### src/rtl/fetch_ctrl.sv
// fetch_ctrl: fetch-stage sequencer. Owns the fetch PC, drives the instruction
// memory request/address handshake, arbitrates next-PC sources and drops any
// response that a redirect made stale.
// Optional feature macro: FETCH_PERF_CNT_EN (redirect / ID-stall counters).
module fetch_ctrl #(
  parameter int unsigned       ADDR_W     = 32,
  parameter logic [ADDR_W-1:0] START_ADDR = 32'h1c00_0000
) (
  input  logic              clk_i,
  input  logic              rst_n_i,
  input  logic              redir_ex_valid_i,
  input  logic [ADDR_W-1:0] redir_ex_pc_i,
  input  logic              redir_id_valid_i,
  input  logic [ADDR_W-1:0] redir_id_pc_i,
  output logic [ADDR_W-1:0] pred_pc_o,
  input  logic              pred_taken_i,
  input  logic [ADDR_W-1:0] pred_target_i,
  output logic              imem_req_o,
  output logic [ADDR_W-1:0] imem_addr_o,
  input  logic              imem_addr_ok_i,
  input  logic              imem_data_ok_i,
  input  logic [31:0]       imem_rdata_i,
  output logic              if_valid_o,
  output logic [ADDR_W-1:0] if_pc_o,
  output logic [31:0]       if_inst_o,
  input  logic              id_allow_in_i
`ifdef FETCH_PERF_CNT_EN
  ,
  output logic [31:0]       perf_redir_cnt_o,
  output logic [31:0]       perf_stall_cnt_o
`endif
);

  localparam logic [1:0] S_REQ  = 2'd0;
  localparam logic [1:0] S_WAIT = 2'd1;
  localparam logic [1:0] S_HOLD = 2'd2;

  localparam logic [ADDR_W-1:0] PC_STEP = ADDR_W'(32'd4);

  logic [1:0]        state, state_nxt;
  logic [ADDR_W-1:0] pc, pc_nxt;
  logic [ADDR_W-1:0] pend_pc, pend_pc_nxt;
  logic [ADDR_W-1:0] inst_pc, inst_pc_nxt;
  logic [31:0]       inst, inst_nxt;
  logic              discard, discard_nxt;
  logic              redir_pend, redir_pend_nxt;
  logic              req;
  logic              valid;

  logic              redir_v;
  logic [ADDR_W-1:0] redir_tgt;
  logic [ADDR_W-1:0] seq_pc;
  logic              accept;

  // EX beats ID when both redirect in the same cycle.
  assign redir_v   = redir_ex_valid_i | redir_id_valid_i;
  assign redir_tgt = redir_ex_valid_i ? redir_ex_pc_i : redir_id_pc_i;
  // Sequential path wraps silently at 2^ADDR_W; low PC bits are not touched.
  assign seq_pc    = pred_taken_i ? pred_target_i : (pc + PC_STEP);
  assign accept    = req & imem_addr_ok_i;

  assign pred_pc_o   = pc;
  assign imem_addr_o = pc;
  assign imem_req_o  = req;
  assign if_valid_o  = valid;
  assign if_pc_o     = inst_pc;
  assign if_inst_o   = inst;

  // Next-state, next-PC, stale-response and capture decisions.
  always_comb begin
    state_nxt      = state;
    pc_nxt         = pc;
    discard_nxt    = discard;
    redir_pend_nxt = redir_pend;
    pend_pc_nxt    = pend_pc;
    inst_pc_nxt    = inst_pc;
    inst_nxt       = inst;
    case (state)
      S_REQ: begin
        if (accept) begin
          state_nxt = S_WAIT;
          if (redir_v) begin
            // Request already accepted: its response becomes stale.
            discard_nxt    = 1'b1;
            pc_nxt         = redir_tgt;
            redir_pend_nxt = 1'b0;
          end else if (redir_pend) begin
            discard_nxt    = 1'b1;
            pc_nxt         = pend_pc;
            redir_pend_nxt = 1'b0;
          end else begin
            discard_nxt = 1'b0;
          end
        end else if (redir_v) begin
          // Address must stay stable until accepted; remember the target.
          redir_pend_nxt = 1'b1;
          pend_pc_nxt    = redir_tgt;
        end else begin
          state_nxt = S_REQ;
        end
      end
      S_WAIT: begin
        if (imem_data_ok_i) begin
          discard_nxt = 1'b0;
          if (redir_v) begin
            pc_nxt    = redir_tgt;
            state_nxt = S_REQ;
          end else if (discard) begin
            state_nxt = S_REQ;
          end else begin
            state_nxt   = S_HOLD;
            inst_pc_nxt = pc;
            inst_nxt    = imem_rdata_i;
          end
        end else if (redir_v) begin
          discard_nxt = 1'b1;
          pc_nxt      = redir_tgt;
        end else begin
          state_nxt = S_WAIT;
        end
      end
      S_HOLD: begin
        if (redir_v) begin
          // Held instruction is wrong-path: drop it without a handshake.
          pc_nxt    = redir_tgt;
          state_nxt = S_REQ;
        end else if (id_allow_in_i) begin
          pc_nxt         = redir_pend ? pend_pc : seq_pc;
          redir_pend_nxt = 1'b0;
          state_nxt      = S_REQ;
        end else begin
          state_nxt = S_HOLD;
        end
      end
      default: begin
        state_nxt      = S_REQ;
        discard_nxt    = 1'b0;
        redir_pend_nxt = 1'b0;
      end
    endcase
  end

  // Sequencer state and registered handshake outputs.
  always_ff @(posedge clk_i or negedge rst_n_i) begin
    if (!rst_n_i) begin
      state      <= S_REQ;
      pc         <= START_ADDR;
      pend_pc    <= {ADDR_W{1'b0}};
      inst_pc    <= {ADDR_W{1'b0}};
      inst       <= 32'h0000_0000;
      discard    <= 1'b0;
      redir_pend <= 1'b0;
      req        <= 1'b0;
      valid      <= 1'b0;
    end else begin
      state      <= state_nxt;
      pc         <= pc_nxt;
      pend_pc    <= pend_pc_nxt;
      inst_pc    <= inst_pc_nxt;
      inst       <= inst_nxt;
      discard    <= discard_nxt;
      redir_pend <= redir_pend_nxt;
      req        <= (state_nxt == S_REQ);
      valid      <= (state_nxt == S_HOLD);
    end
  end

`ifdef FETCH_PERF_CNT_EN
  // Saturating counters: redirect cycles and ID back-pressure cycles in S_HOLD.
  always_ff @(posedge clk_i or negedge rst_n_i) begin
    if (!rst_n_i) begin
      perf_redir_cnt_o <= 32'h0000_0000;
      perf_stall_cnt_o <= 32'h0000_0000;
    end else begin
      if (redir_v && (perf_redir_cnt_o != 32'hFFFF_FFFF)) begin
        perf_redir_cnt_o <= perf_redir_cnt_o + 32'd1;
      end
      if ((state == S_HOLD) && !id_allow_in_i && (perf_stall_cnt_o != 32'hFFFF_FFFF)) begin
        perf_stall_cnt_o <= perf_stall_cnt_o + 32'd1;
      end
    end
  end
`endif

endmodule

### config.mk
export PLATFORM = sky130hd
export DESIGN_NAME = fetch_ctrl
export DESIGN_NICKNAME = d
export VERILOG_FILES = /design/src/rtl/fetch_ctrl.sv
export SDC_FILE = /design/constraint.sdc
export NUM_CORES = 1
export LEC_CHECK = 0
export ABC_AREA = 1
export CAP_MARGIN = 30
export CORE_AREA = 2 2 131 133
export CTS_CLUSTER_SIZE = 16
export DETAILED_ROUTE_END_ITERATION = 12
export DIE_AREA = 0 0 133 135
export PLACE_DENSITY = 0.86
export SYNTH_ARGS = -nofsm -noshare
export SYNTH_HDL_FRONTEND = slang
export SYNTH_SLANG_ARGS = --single-unit
### constraint.sdc
create_clock -name clk_i -period 5.01 [get_ports clk_i]
set_input_delay 0.7515 -clock clk_i [delete_from_list [all_inputs] [get_ports clk_i]]
set_output_delay 0.7515 -clock clk_i [all_outputs]
set_load 0.03 [all_outputs]
==> impl_metrics.toml <==
[worst_setup_path]
cp_max_fo = 34
arrival_ns = 3.41
crit_slowest_cell = "clkdlybuf4s50_1"
cpLargestDelayFamily = "buffers and inverters"
cp.buffers_inverters = 5
cpPeakStageDelay_ns = 0.45
start_kind = "input pin"
worstPathCellList = "clkdlybuf4s50_1 > buf_4 > nor2_8 > nand2_4 > inv_2 > nand2_1 > nand4_2 > buf_4 > inv_2 > nand2_1 > a21oi_1 > a22oi_1"
required_ns = 5.31
cp-end-kind = "register"
worstSetupPathType = "input pin to register"

[place]
numPortBuffers = 265
gp_congestion = 0.954
place.detailed.hpwl_um = 19200
place_area_um2 = 10800

[yosys]
async_flop_share = 1.00
yosys_warnings = 0
synthCells = 1131
synth_nets = 1273
synth_top_cell_by_area = "dfrtp_1"
syn_area_um2 = 8260
netlist_top_cells_area = "dfrtp_1, nand2_1, o21ai_0"
synth_edf_count = 0
ys_types = 46
synthFlopType = "dfrtp_1"
seq_area_frac_synth = 0.407
yosysTopAreaCellShare = 0.397
syn_area_per_cell_um2 = 7.30
synth-seq-cells = 134

[cells_and_area]
area_growth_pct = 37.6
layout_common_cells = "nand2_1, clkdlybuf4s50_1, dfrtp_1, o21ai_0, nor2_1"
diodes = 0
nets = 1474
final_common_cell = "nand2_1"
finalInstanceArea_um2 = 11400
drive_gt1_frac = 0.0773

[global_route]
met3_usage = 0.0755
grt.busiest_layer = "met2"
grt_pass1_wl_um = 40700
grt_max_degree = 97
antenna_found_initial = 0
grt_overflow_total = 0
use_met2 = 0.431
met1_usage = 0.404
grt_pass1_vias = 7640
grt_usage = 0.288

[cts]
cts-root-buf = "clkbuf_16"
insertion_delay_ns = 0.43
path_clk_slew_ns = 0.06
cts.repair.resized = 0
clockBufferDepth = 2
clock_sinks = 134
cts_buffers = 17
post-cts-setup-buffers = 0
cts_htree_levels = 4
hold_buffers = 0
tritoncts = "done"

[sta]
period_needed_ns = 3.11
finClkSkew_ns = 0.00801
period_share = 0.620
tightestPinTransition_ns = 0.938
max_freq_mhz = 322
slew_viol_final = 0
relSlewSlack = 0.375
final.setup.tns_ns = 0
finalHoldViolations = 0
setup_viol = 0
rsz0062_at_grt = "false"

[route]
firstDrtPassIters = 6
drc_errors = 0
via_per_inst = 5.43
wirelength_um = 25800
ant_nets = 0
drt-initial-drc-count = 1113
wl_per_cell_um = 16.5
vias = 8496

[die]
start_util = 0.503
core_um2 = 16400
row_count = 47
die_area_um2 = 18000
die_w_um = 133
ios = 266
fp.dieH_um = 135

[flow_run]
max-cap-violations = 0

[power_and_ir_drop]
power_density_nw_per_um2 = 648
p_leak_nw = 5.09
peakVddDrop_mv = 0.325

[outcome]
status = "completed"

[hold_path]
hold_path_class = "input pin to async pin"
final timing paths:
check / endpoint / startpoint / cells after the start / slack [ns]
hold / removal: if_inst_o[17]$_DFFE_PN0P_ / rst_n_i / 1 / 0.40
max in group asynchronous: imem_addr_o[26]$_DFFE_PN1P_ / rst_n_i / 2 / 3.57
setup reg to reg: imem_addr_o[0]$_DFFE_PN0P_ / state[0]$_DFF_PN0_ / 11 / 2.08
min in group clk_i: if_pc_o[1]$_DFFE_PN0P_ / if_pc_o[1]$_DFFE_PN0P_ / 2 / 0.48
hold reg to reg: if_pc_o[1]$_DFFE_PN0P_ / if_pc_o[1]$_DFFE_PN0P_ / 2 / 0.48
setup / recovery: imem_addr_o[0]$_DFFE_PN0P_ / redir_ex_valid_i / 12 / 1.90
per-layer routing:
| layer | part of all wire | vias up |
|---|---|---|
| li1 | - | 4058 |
| met1 | 0.42 | 3833 |
| met2 | 0.44 | 544 |
| met3 | 0.11 | 61 |
| met4 | 0.026 | 0 |
| met5 | 0 | - |
cell usage after synthesis (2+ instances only):
| cell | count |
|---|---|
| nand2_1 | 356 |
| dfrtp_1 | 131 |
| o21ai_0 | 97 |
| nor2_1 | 94 |
| inv_1 | 84 |
| a21oi_1 | 77 |
| buf_4 | 39 |
| nand3_1 | 37 |
| mux2_2 | 33 |
| clkbuf_1 | 29 |
| buf_2 | 23 |
| o21ai_1 | 20 |
| a311oi_1 | 13 |
| xor2_1 | 12 |
| a211oi_1 | 9 |
| nor2_2 | 8 |
| nor3_1 | 7 |
| ha_1 | 6 |
| inv_2 | 6 |
| a22oi_1 | 5 |
| a31oi_1 | 5 |
| nand4_1 | 4 |
| buf_6 | 3 |
| dfstp_2 | 3 |
| o22ai_1 | 3 |
| a21boi_0 | 2 |
| clkinv_1 | 2 |
| nand4_2 | 2 |
| nor2_4 | 2 |
| o211ai_1 | 2 |
| or2_2 | 2 |
final cells by class:
cell class	instances	area, µm²
multi-input cells	810	4010
repair buffers	277	2760
clock inverters	13	154
inverters	92	345
clock buffers	19	453
well taps	220	275
flip-flops and latches	134	3360
fillers	1327	5050
sequential cells by signal, indices dropped and copies added, names as in the netlist:
name         flops
if_inst_o       32
if_pc_o         32
imem_addr_o     32
pend_pc         32
state            2
discard          1
if_valid_o       1
imem_req_o       1
redir_pend       1
metrics by stage:
step | hold slack (ns) | power [mW] | instances | setup WS, ns | utilization
after floorplan | 0.456 | 4.56 | 1131 | 3.06 | -
after global placement | 0.466 | 5.92 | 1531 | 1.64 | 0.653
after detailed placement | 0.472 | 6.04 | 1533 | 1.52 | 0.655
after CTS | 0.452 | 7.34 | 1565 | 1.95 | 0.692
after global routing | 0.486 | 7.77 | 1565 | 1.67 | 0.692
final | 0.402 | 7.37 | 1565 | 1.90 | 0.692
power breakdown:
| group | total [mW] | internal (mW) | switching, mW | leakage (nW) |
|---|---|---|---|---|
| registers | 2.09 | 1.60 | 0.493 | 1.68 |
| logic | 3.99 | 1.53 | 2.45 | 3.12 |
| clock network | 1.28 | 0.805 | 0.479 | 0.291 |
cells by family (layout without fill, tap and decap cells):
family                     Yosys count  count (layout)  synth area share
muxes                               34              34            0.0462
AOI/OAI and AO/OA                  241             241             0.162
DFF                                134             134             0.407
adders and majority gates            6               6           0.00909
buffers and inverters              187             401             0.109
xor gates and xnor gates            13              13            0.0138
and+or+nand+nor                    516             516             0.253
Power figures use the tool's default switching activity.
